### src/rtl/chorus_chirp_ctrl_if.sv
// chorus_chirp_ctrl_if: control, parameter-load and status bundle between the chirp
// reload sequencer (slave side) and its host/core environment (master side).
interface chorus_chirp_ctrl_if #(
    parameter int G_DIN_WIDTH = 24
);
    logic                   ctrl_enable;
    logic [G_DIN_WIDTH-1:0] cfg_depth;
    logic [G_DIN_WIDTH-1:0] cfg_deriv;
    logic [G_DIN_WIDTH-1:0] cfg_offset;
    logic                   cfg_update;
    logic                   cfg_busy;
    logic                   cfg_done;
    logic                   core_enable;
    logic [G_DIN_WIDTH-1:0] core_depth;
    logic [G_DIN_WIDTH-1:0] core_deriv;
    logic [G_DIN_WIDTH-1:0] core_offset;
    logic                   core_din_valid;
    logic                   core_din_ready;
    logic                   core_dout_valid;
    logic                   core_dout_ready;
    logic                   status_running;
    logic [15:0]            status_load_cnt;
    logic                   status_err;

    modport slave (
        input  ctrl_enable, cfg_depth, cfg_deriv, cfg_offset, cfg_update,
               core_din_ready, core_dout_valid, core_dout_ready,
        output cfg_busy, cfg_done, core_enable, core_depth, core_deriv, core_offset,
               core_din_valid, status_running, status_load_cnt, status_err
    );

    modport master (
        output ctrl_enable, cfg_depth, cfg_deriv, cfg_offset, cfg_update,
               core_din_ready, core_dout_valid, core_dout_ready,
        input  cfg_busy, cfg_done, core_enable, core_depth, core_deriv, core_offset,
               core_din_valid, status_running, status_load_cnt, status_err
    );
endinterface

### src/rtl/chorus_chirp_ctrl.sv
// chorus_chirp_ctrl: flush / load / prime / run sequencer that reloads chirp core parameters.
// Define CHORUS_CHIRP_CTRL_TIMEOUT_EN to add the LOAD-state watchdog (sticky status_err, retry).
module chorus_chirp_ctrl #(
    parameter int G_DIN_WIDTH      = 24,
    parameter int G_FLUSH_CYCLES   = 4,
    parameter int G_TIMEOUT_CYCLES = 1024
) (
    input  logic               clk,
    input  logic               reset_n,
    chorus_chirp_ctrl_if.slave bus
);
    localparam logic [2:0] ST_IDLE  = 3'd0;
    localparam logic [2:0] ST_FLUSH = 3'd1;
    localparam logic [2:0] ST_LOAD  = 3'd2;
    localparam logic [2:0] ST_PRIME = 3'd3;
    localparam logic [2:0] ST_RUN   = 3'd4;

    localparam logic [7:0] FLUSH_LAST = 8'(G_FLUSH_CYCLES - 1);

    if ((G_FLUSH_CYCLES < 1) || (G_FLUSH_CYCLES > 255) ||
        (G_TIMEOUT_CYCLES < 2) || (G_TIMEOUT_CYCLES > 65535)) begin : g_param_check
        $error("chorus_chirp_ctrl: parameter out of range");
    end

    logic [1:0]             r_rst_sync;
    logic [2:0]             r_state;
    logic [2:0]             w_state_nxt;
    logic [7:0]             r_flush_cnt;
    logic                   r_pend;
    logic [G_DIN_WIDTH-1:0] r_pend_depth;
    logic [G_DIN_WIDTH-1:0] r_pend_deriv;
    logic [G_DIN_WIDTH-1:0] r_pend_offset;
    logic [G_DIN_WIDTH-1:0] r_core_depth;
    logic [G_DIN_WIDTH-1:0] r_core_deriv;
    logic [G_DIN_WIDTH-1:0] r_core_offset;
    logic                   r_core_enable;
    logic                   r_din_valid;
    logic                   r_cfg_done;
    logic                   r_running;
    logic                   r_busy;
    logic                   r_err;
    logic [15:0]            r_load_cnt;
    logic                   w_handshake;
    logic                   w_timeout;
    logic                   w_flush_entry;
    logic                   w_pend_nxt;

    // A handshake only counts when the sequence is not being torn down by ctrl_enable.
    assign w_handshake   = bus.ctrl_enable && (r_state == ST_LOAD) && r_din_valid && bus.core_din_ready;
    assign w_flush_entry = (w_state_nxt == ST_FLUSH) && (r_state != ST_FLUSH);
    assign w_pend_nxt    = bus.cfg_update || (r_pend && !w_flush_entry);

`ifdef CHORUS_CHIRP_CTRL_TIMEOUT_EN
    localparam logic [15:0] TIMEOUT_LAST = 16'(G_TIMEOUT_CYCLES - 1);

    logic [15:0] r_wd_cnt;

    assign w_timeout = bus.ctrl_enable && (r_state == ST_LOAD) && !w_handshake &&
                       (r_wd_cnt == TIMEOUT_LAST);

    // Watchdog: cycles spent waiting in LOAD, restarted on every LOAD entry.
    always_ff @(posedge clk or negedge reset_n) begin
        if (!reset_n) begin
            r_wd_cnt <= 16'd0;
        end else if ((r_state == ST_LOAD) && (w_state_nxt == ST_LOAD)) begin
            r_wd_cnt <= r_wd_cnt + 16'd1;
        end else begin
            r_wd_cnt <= 16'd0;
        end
    end

    // Sticky watchdog error; only reset clears it.
    always_ff @(posedge clk or negedge reset_n) begin
        if (!reset_n) begin
            r_err <= 1'b0;
        end else if (w_timeout) begin
            r_err <= 1'b1;
        end else begin
            r_err <= r_err;
        end
    end
`else
    assign w_timeout = 1'b0;

    // Without the watchdog the error flag is permanently clear.
    always_ff @(posedge clk or negedge reset_n) begin
        if (!reset_n) begin
            r_err <= 1'b0;
        end else begin
            r_err <= 1'b0;
        end
    end
`endif

    // Two-flop release synchroniser; the FSM may only leave IDLE once it is through.
    always_ff @(posedge clk or negedge reset_n) begin
        if (!reset_n) begin
            r_rst_sync <= 2'b00;
        end else begin
            r_rst_sync <= {r_rst_sync[0], 1'b1};
        end
    end

    // Next-state logic; dropping ctrl_enable overrides every other transition.
    always_comb begin
        w_state_nxt = r_state;
        if (!bus.ctrl_enable) begin
            w_state_nxt = ST_IDLE;
        end else begin
            case (r_state)
                ST_IDLE: begin
                    if (r_rst_sync[1]) begin
                        w_state_nxt = ST_FLUSH;
                    end else begin
                        w_state_nxt = ST_IDLE;
                    end
                end
                ST_FLUSH: begin
                    if (r_flush_cnt == 8'd0) begin
                        w_state_nxt = ST_LOAD;
                    end else begin
                        w_state_nxt = ST_FLUSH;
                    end
                end
                ST_LOAD: begin
                    if (w_handshake) begin
                        w_state_nxt = ST_PRIME;
                    end else if (w_timeout) begin
                        w_state_nxt = ST_FLUSH;
                    end else begin
                        w_state_nxt = ST_LOAD;
                    end
                end
                ST_PRIME: begin
                    if (bus.core_dout_valid && bus.core_dout_ready) begin
                        w_state_nxt = ST_RUN;
                    end else begin
                        w_state_nxt = ST_PRIME;
                    end
                end
                ST_RUN: begin
                    if (r_pend) begin
                        w_state_nxt = ST_FLUSH;
                    end else begin
                        w_state_nxt = ST_RUN;
                    end
                end
                default: begin
                    w_state_nxt = ST_IDLE;
                end
            endcase
        end
    end

    // State register and flush down-counter.
    always_ff @(posedge clk or negedge reset_n) begin
        if (!reset_n) begin
            r_state     <= ST_IDLE;
            r_flush_cnt <= 8'd0;
        end else begin
            r_state <= w_state_nxt;
            if (w_flush_entry) begin
                r_flush_cnt <= FLUSH_LAST;
            end else if ((r_state == ST_FLUSH) && (r_flush_cnt != 8'd0)) begin
                r_flush_cnt <= r_flush_cnt - 8'd1;
            end else begin
                r_flush_cnt <= r_flush_cnt;
            end
        end
    end

    // Pending capture and core parameter hand-over; a capture on the FLUSH-entry edge wins.
    always_ff @(posedge clk or negedge reset_n) begin
        if (!reset_n) begin
            r_pend        <= 1'b0;
            r_pend_depth  <= '0;
            r_pend_deriv  <= '0;
            r_pend_offset <= '0;
            r_core_depth  <= '0;
            r_core_deriv  <= '0;
            r_core_offset <= '0;
        end else begin
            r_pend <= w_pend_nxt;
            if (bus.cfg_update) begin
                r_pend_depth  <= bus.cfg_depth;
                r_pend_deriv  <= bus.cfg_deriv;
                r_pend_offset <= bus.cfg_offset;
            end else begin
                r_pend_depth  <= r_pend_depth;
                r_pend_deriv  <= r_pend_deriv;
                r_pend_offset <= r_pend_offset;
            end
            if (w_flush_entry && r_pend) begin
                r_core_depth  <= r_pend_depth;
                r_core_deriv  <= r_pend_deriv;
                r_core_offset <= r_pend_offset;
            end else begin
                r_core_depth  <= r_core_depth;
                r_core_deriv  <= r_core_deriv;
                r_core_offset <= r_core_offset;
            end
        end
    end

    // Registered control/status outputs decoded from the next state.
    always_ff @(posedge clk or negedge reset_n) begin
        if (!reset_n) begin
            r_core_enable <= 1'b0;
            r_din_valid   <= 1'b0;
            r_cfg_done    <= 1'b0;
            r_running     <= 1'b0;
            r_busy        <= 1'b0;
            r_load_cnt    <= 16'd0;
        end else begin
            r_core_enable <= (w_state_nxt == ST_LOAD) || (w_state_nxt == ST_PRIME) ||
                             (w_state_nxt == ST_RUN);
            r_din_valid   <= (w_state_nxt == ST_LOAD);
            r_cfg_done    <= (w_state_nxt == ST_RUN) && (r_state == ST_PRIME);
            r_running     <= (w_state_nxt == ST_RUN);
            r_busy        <= w_pend_nxt || ((w_state_nxt != ST_IDLE) && (w_state_nxt != ST_RUN));
            if (w_handshake) begin
                r_load_cnt <= r_load_cnt + 16'd1;
            end else begin
                r_load_cnt <= r_load_cnt;
            end
        end
    end

    assign bus.core_enable     = r_core_enable;
    assign bus.core_din_valid  = r_din_valid;
    assign bus.core_depth      = r_core_depth;
    assign bus.core_deriv      = r_core_deriv;
    assign bus.core_offset     = r_core_offset;
    assign bus.cfg_done        = r_cfg_done;
    assign bus.cfg_busy        = r_busy;
    assign bus.status_running  = r_running;
    assign bus.status_load_cnt = r_load_cnt;
    assign bus.status_err      = r_err;
endmodule

### src/flat_wrapper.sv
// flat-port wrapper written by rule: the top's interface ports become plain ports
module chorus_chirp_ctrl_flat 
#(
    parameter int G_DIN_WIDTH      = 24,
    parameter int G_FLUSH_CYCLES   = 4,
    parameter int G_TIMEOUT_CYCLES = 1024
)
  (clk, reset_n, bus_ctrl_enable, bus_cfg_depth, bus_cfg_deriv, bus_cfg_offset, bus_cfg_update, bus_core_din_ready, bus_core_dout_valid, bus_core_dout_ready, bus_cfg_busy, bus_cfg_done, bus_core_enable, bus_core_depth, bus_core_deriv, bus_core_offset, bus_core_din_valid, bus_status_running, bus_status_load_cnt, bus_status_err);
  chorus_chirp_ctrl_if #(.G_DIN_WIDTH(G_DIN_WIDTH)) bus_i ();
  input  logic clk;
  input  logic reset_n;
  input wire logic [$bits(bus_i.ctrl_enable)-1:0] bus_ctrl_enable;
  input wire logic [$bits(bus_i.cfg_depth)-1:0] bus_cfg_depth;
  input wire logic [$bits(bus_i.cfg_deriv)-1:0] bus_cfg_deriv;
  input wire logic [$bits(bus_i.cfg_offset)-1:0] bus_cfg_offset;
  input wire logic [$bits(bus_i.cfg_update)-1:0] bus_cfg_update;
  input wire logic [$bits(bus_i.core_din_ready)-1:0] bus_core_din_ready;
  input wire logic [$bits(bus_i.core_dout_valid)-1:0] bus_core_dout_valid;
  input wire logic [$bits(bus_i.core_dout_ready)-1:0] bus_core_dout_ready;
  output wire logic [$bits(bus_i.cfg_busy)-1:0] bus_cfg_busy;
  output wire logic [$bits(bus_i.cfg_done)-1:0] bus_cfg_done;
  output wire logic [$bits(bus_i.core_enable)-1:0] bus_core_enable;
  output wire logic [$bits(bus_i.core_depth)-1:0] bus_core_depth;
  output wire logic [$bits(bus_i.core_deriv)-1:0] bus_core_deriv;
  output wire logic [$bits(bus_i.core_offset)-1:0] bus_core_offset;
  output wire logic [$bits(bus_i.core_din_valid)-1:0] bus_core_din_valid;
  output wire logic [$bits(bus_i.status_running)-1:0] bus_status_running;
  output wire logic [$bits(bus_i.status_load_cnt)-1:0] bus_status_load_cnt;
  output wire logic [$bits(bus_i.status_err)-1:0] bus_status_err;
  assign bus_i.ctrl_enable = bus_ctrl_enable;
  assign bus_i.cfg_depth = bus_cfg_depth;
  assign bus_i.cfg_deriv = bus_cfg_deriv;
  assign bus_i.cfg_offset = bus_cfg_offset;
  assign bus_i.cfg_update = bus_cfg_update;
  assign bus_i.core_din_ready = bus_core_din_ready;
  assign bus_i.core_dout_valid = bus_core_dout_valid;
  assign bus_i.core_dout_ready = bus_core_dout_ready;
  assign bus_cfg_busy = bus_i.cfg_busy;
  assign bus_cfg_done = bus_i.cfg_done;
  assign bus_core_enable = bus_i.core_enable;
  assign bus_core_depth = bus_i.core_depth;
  assign bus_core_deriv = bus_i.core_deriv;
  assign bus_core_offset = bus_i.core_offset;
  assign bus_core_din_valid = bus_i.core_din_valid;
  assign bus_status_running = bus_i.status_running;
  assign bus_status_load_cnt = bus_i.status_load_cnt;
  assign bus_status_err = bus_i.status_err;
  chorus_chirp_ctrl #(.G_DIN_WIDTH(G_DIN_WIDTH), .G_FLUSH_CYCLES(G_FLUSH_CYCLES), .G_TIMEOUT_CYCLES(G_TIMEOUT_CYCLES)) u_core (.clk(clk), .reset_n(reset_n), .bus(bus_i));
endmodule
### config.mk
export PLATFORM = sky130hd
export DESIGN_NAME = chorus_chirp_ctrl_flat
export DESIGN_NICKNAME = d
export VERILOG_FILES = /design/src/rtl/chorus_chirp_ctrl_if.sv /design/src/rtl/chorus_chirp_ctrl.sv /design/src/flat_wrapper.sv
export SDC_FILE = /design/constraint.sdc
export NUM_CORES = 1
export LEC_CHECK = 0
export ABC_AREA = 1
export CORE_AREA = 2 2 139 141
export DETAILED_ROUTE_END_ITERATION = 8
export DIE_AREA = 0 0 141 143
export PLACE_DENSITY = 0.72
export SLEW_MARGIN = 30
export SYNTH_ARGS = -nofsm -noshare
export SYNTH_HDL_FRONTEND = slang
export SYNTH_SLANG_ARGS = --single-unit
export TNS_END_PERCENT = 50
### constraint.sdc
create_clock -name clk -period 3.9 [get_ports clk]
set_clock_uncertainty 0.05 [all_clocks]
set_input_delay 0.975 -clock clk [delete_from_list [all_inputs] [get_ports clk]]
set_output_delay 0.975 -clock clk [all_outputs]
set_load 0.02 [all_outputs]
==> impl_metrics.csv <==
group,metric,value,unit
run_status,outcome,"finished clean",
worst_setup_path,ff2ff_path_depth,10,
detailed_routing,num_vias,5791,
min_path,hold_path_class,"flop to flop",
synthesis,synth_cells,827,
worst_setup_path,rr_startpoint,"u_core.r_state[0]$_DFF_PN0_",
synthesis,avgSynthCellArea,8.90,sq um
grt,grt_pass1_wl,28000,microns
final_layout,final_common_cell,"nand2_1",
clock_network,cts_tree,"yes",
clock_network,postCtsHoldBufs,0,
floorplan,ios,173,
grt,first_global_vias,5678,
clock_network,cts_made_buffers,17,
sta,finalSetupTns,0,ps
grt,grt_usage,0.174,
sta,setup_violations,0,
final_layout,drive_gt1_frac,0.0681,
detailed_routing,drt.antenna.violating_nets,0,
place,dp.cells,1200,
sta,worst-slew-pin-transition,925,ps
floorplan,fp.dieW,141,microns
min_path,hold_start,"u_core.r_rst_sync[0]$_DFF_PN0_",
worst_setup_path,crit_start,"bus_core_dout_ready",
detailed_routing,wire_per_inst,13.8,microns
clock_network,clkLatencyLatePin,410,ps
pwr,power,6240,uW
floorplan,num_rows,50,
run,drv_cap,0,
place,globalplace.congestion,0.802,
clock_network,h-tree-depth,4,
worst_setup_path,path_max_fanout,72,
clock_network,clkTransAtPathRegs,70,ps
worst_setup_path,end_kind,"flop",
place,dpl.hpwl,11200,microns
worst_setup_path,arrival,3310,ps
min_path,hold_depth,0,
final_layout,diodes,0,
worst_setup_path,r2r-end,"u_core.bus.core_depth[18]$_DFFE_PN0P_",
floorplan,core,18600,sq um
pwr,irDropWorstVdd,0.388,mV
sta,fmax,327,MHz
synthesis,ys.warnings.count,0,
sta,setup_ws,841,ps
clock_network,cts_resized,0,
clock_network,cts_root_buf,"clkbuf_16",
synthesis,yosysUniqueCellTypes,29,
place,pre_cts_ws,379,ps
worst_setup_path,cp_data_required_time,4150,ps
worst_setup_path,start_kind,"primary input",
detailed_routing,drt_iter0_drc,295,
sta,layout_min_cycle_time,3060,ps
grt,grt_antenna_before_repair,0,
sta,period_share,0.784,
detailed_routing,drc,0,
pwr,p_leak,0.00493,uW
synthesis,ys_seq_elements,179,
detailed_routing,vias_per_cell,4.70,
worst_setup_path,crit_type,"primary input to flop",
place,port_buffers,171,
sta,hold_viol,0,
synthesis,synth_nets,909,
sta,max_slew_margin,0.383,
clock_network,clock_path_buffers,2,
synthesis,netlist_area,7360,sq um
pwr,powerDensity,635,nW/um^2
final_layout,final_cell_mix,"411 x nand2_1, 178 x dfrtp_1, 169 x clkdlybuf4s50_1",
sta,whs,301,ps
floorplan,die-area,20200,sq um
floorplan,start_util,0.396,
worst_setup_path,reg2reg_setup_slack,1390,ps
final_layout,instances_no_fill,1232,
grt,grt_max_degree,79,
floorplan,fp.dieH,143,microns
clock_network,postCtsSetupRepairBufs,0,
min_path,worstHoldEndpoint,"u_core.r_rst_sync[1]$_DFF_PN0_",
sta,slew_violations,0,
final_layout,syn2layout_area_growth,33.5,%
clock_network,clock_sinks,179,
grt,grt_overflow_total,0,
detailed_routing,wl,17000,microns
sta,rsz0062_at_grt,"false",
detailed_routing,drt_first_pass_iters,4,
final_layout,layout.nets,1067,
synthesis,ys_seq_area_frac,0.608,
-- synthesized netlist by cell type --
| library cell | n | area share |
|---|---|---|
| ha_1 | 3 | 0.0051 |
| nor3_1 | 7 | 0.0048 |
| o21bai_1 | 2 | 0.0020 |
| a21oi_1 | 4 | 0.0027 |
| buf_1 | 6 | 0.0031 |
| nand4_1 | 5 | 0.0042 |
| nand2_1 | 411 | 0.21 |
| dfrtp_1 | 179 | 0.61 |
| xnor2_1 | 4 | 0.0048 |
| nand2_2 | 5 | 0.0042 |
| clkinv_1 | 1 | 0.00051 |
| inv_1 | 25 | 0.013 |
| nor2_4 | 3 | 0.0046 |
| nand3_2 | 11 | 0.015 |
| buf_2 | 7 | 0.0048 |
| nand3_1 | 72 | 0.049 |
| nand3_4 | 1 | 0.0024 |
| o21ai_2 | 1 | 0.0012 |
| buf_4 | 1 | 0.0010 |
| conb_1 | 2 | 0.0010 |
| buf_6 | 10 | 0.015 |
| nor2_1 | 30 | 0.015 |
| o21ai_0 | 7 | 0.0048 |
| a31oi_1 | 1 | 0.00085 |
| clkbuf_1 | 16 | 0.0082 |
| xor2_1 | 10 | 0.012 |
| a21boi_2 | 1 | 0.0015 |
| nor2_2 | 1 | 0.00085 |
| inv_2 | 1 | 0.00051 |
-- flip-flops by register name (all words and copies together) (netlist names) --
| signal | count |
|---|---|
| u_core.bus.core_depth | 24 |
| u_core.bus.core_deriv | 24 |
| u_core.bus.core_offset | 24 |
| u_core.r_pend_depth | 24 |
| u_core.r_pend_deriv | 24 |
| u_core.r_pend_offset | 24 |
| u_core.bus.status_load_cnt | 16 |
| u_core.r_flush_cnt | 8 |
| u_core.r_state | 3 |
| u_core.r_rst_sync | 2 |
| u_core.bus.cfg_busy | 1 |
| u_core.bus.cfg_done | 1 |
| u_core.bus.core_din_valid | 1 |
| u_core.bus.core_enable | 1 |
| u_core.bus.status_running | 1 |
| u_core.r_pend | 1 |
-- kinds of logic after synthesis --
kind of cell | count (synthesis) | share of synthesized area
simple gates | 546 | 0.310
buf+inv | 67 | 0.0460
other cells | 2 | 0.00102
fa+ha+maj | 3 | 0.00510
flops | 179 | 0.608
xor+xnor | 14 | 0.0167
compound gates | 16 | 0.0131
-- stage by stage --
stage / utilization / instance area [sq um]
final: 0.529 / 9830
after global routing: 0.529 / 9830
after floorplan: - / 7360
after detailed placement: 0.496 / 9220
after CTS: 0.529 / 9830
after global placement: 0.496 / 9220
-- worst max-delay path: stages --
cell and delay (ps):
clkdlybuf4s50_1 400, nand2_1 120, inv_1 50, nand2_1 60, nand2_1 70, nand2_1 160, nand2_1 90, a21oi_1 270
nand3_4 680, nand2_1 270, nand2_1 70
-- metal layers --
metal  vias up  GRT usage  part of all wire
li1       2893          -                 -
met1      2746      0.234              0.46
met2       139      0.289              0.49
met3        13     0.0332             0.038
met4         0     0.0537             0.014
met5         -          0                 0
-- how the worst max path moves through the flow --
stage                                                       end  depth (start not counted)
final                     u_core.bus.core_depth[18]$_DFFE_PN0P_                         11
after global routing       u_core.bus.core_depth[2]$_DFFE_PN0P_                         11
after CTS                 u_core.bus.core_depth[18]$_DFFE_PN0P_                         10
after detailed placement  u_core.bus.core_depth[18]$_DFFE_PN0P_                         10
after global placement    u_core.bus.core_depth[17]$_DFFE_PN0P_                         10
after floorplan            u_core.bus.core_depth[0]$_DFFE_PN0P_                         11
-- cell type report --
| cell class | count | area (sq um) |
|---|---|---|
| Sequential cell | 179 | 4480 |
| Inverter | 27 | 101 |
| Multi-Input combinational cell | 581 | 2540 |
| Tap cell | 234 | 293 |
| Timing Repair Buffer | 179 | 1800 |
| Fill cell | 1685 | 8750 |
| Clock inverter | 12 | 143 |
| Clock buffer | 20 | 467 |
-- power by group --
part | internal (uW) | total (uW) | switching [uW]
combinational | 849 | 1940 | 1090
sequential | 2290 | 2560 | 274
clock | 1010 | 1740 | 728
total | 4140 | 6240 | 2090
(Power assumes the default switching activity.)
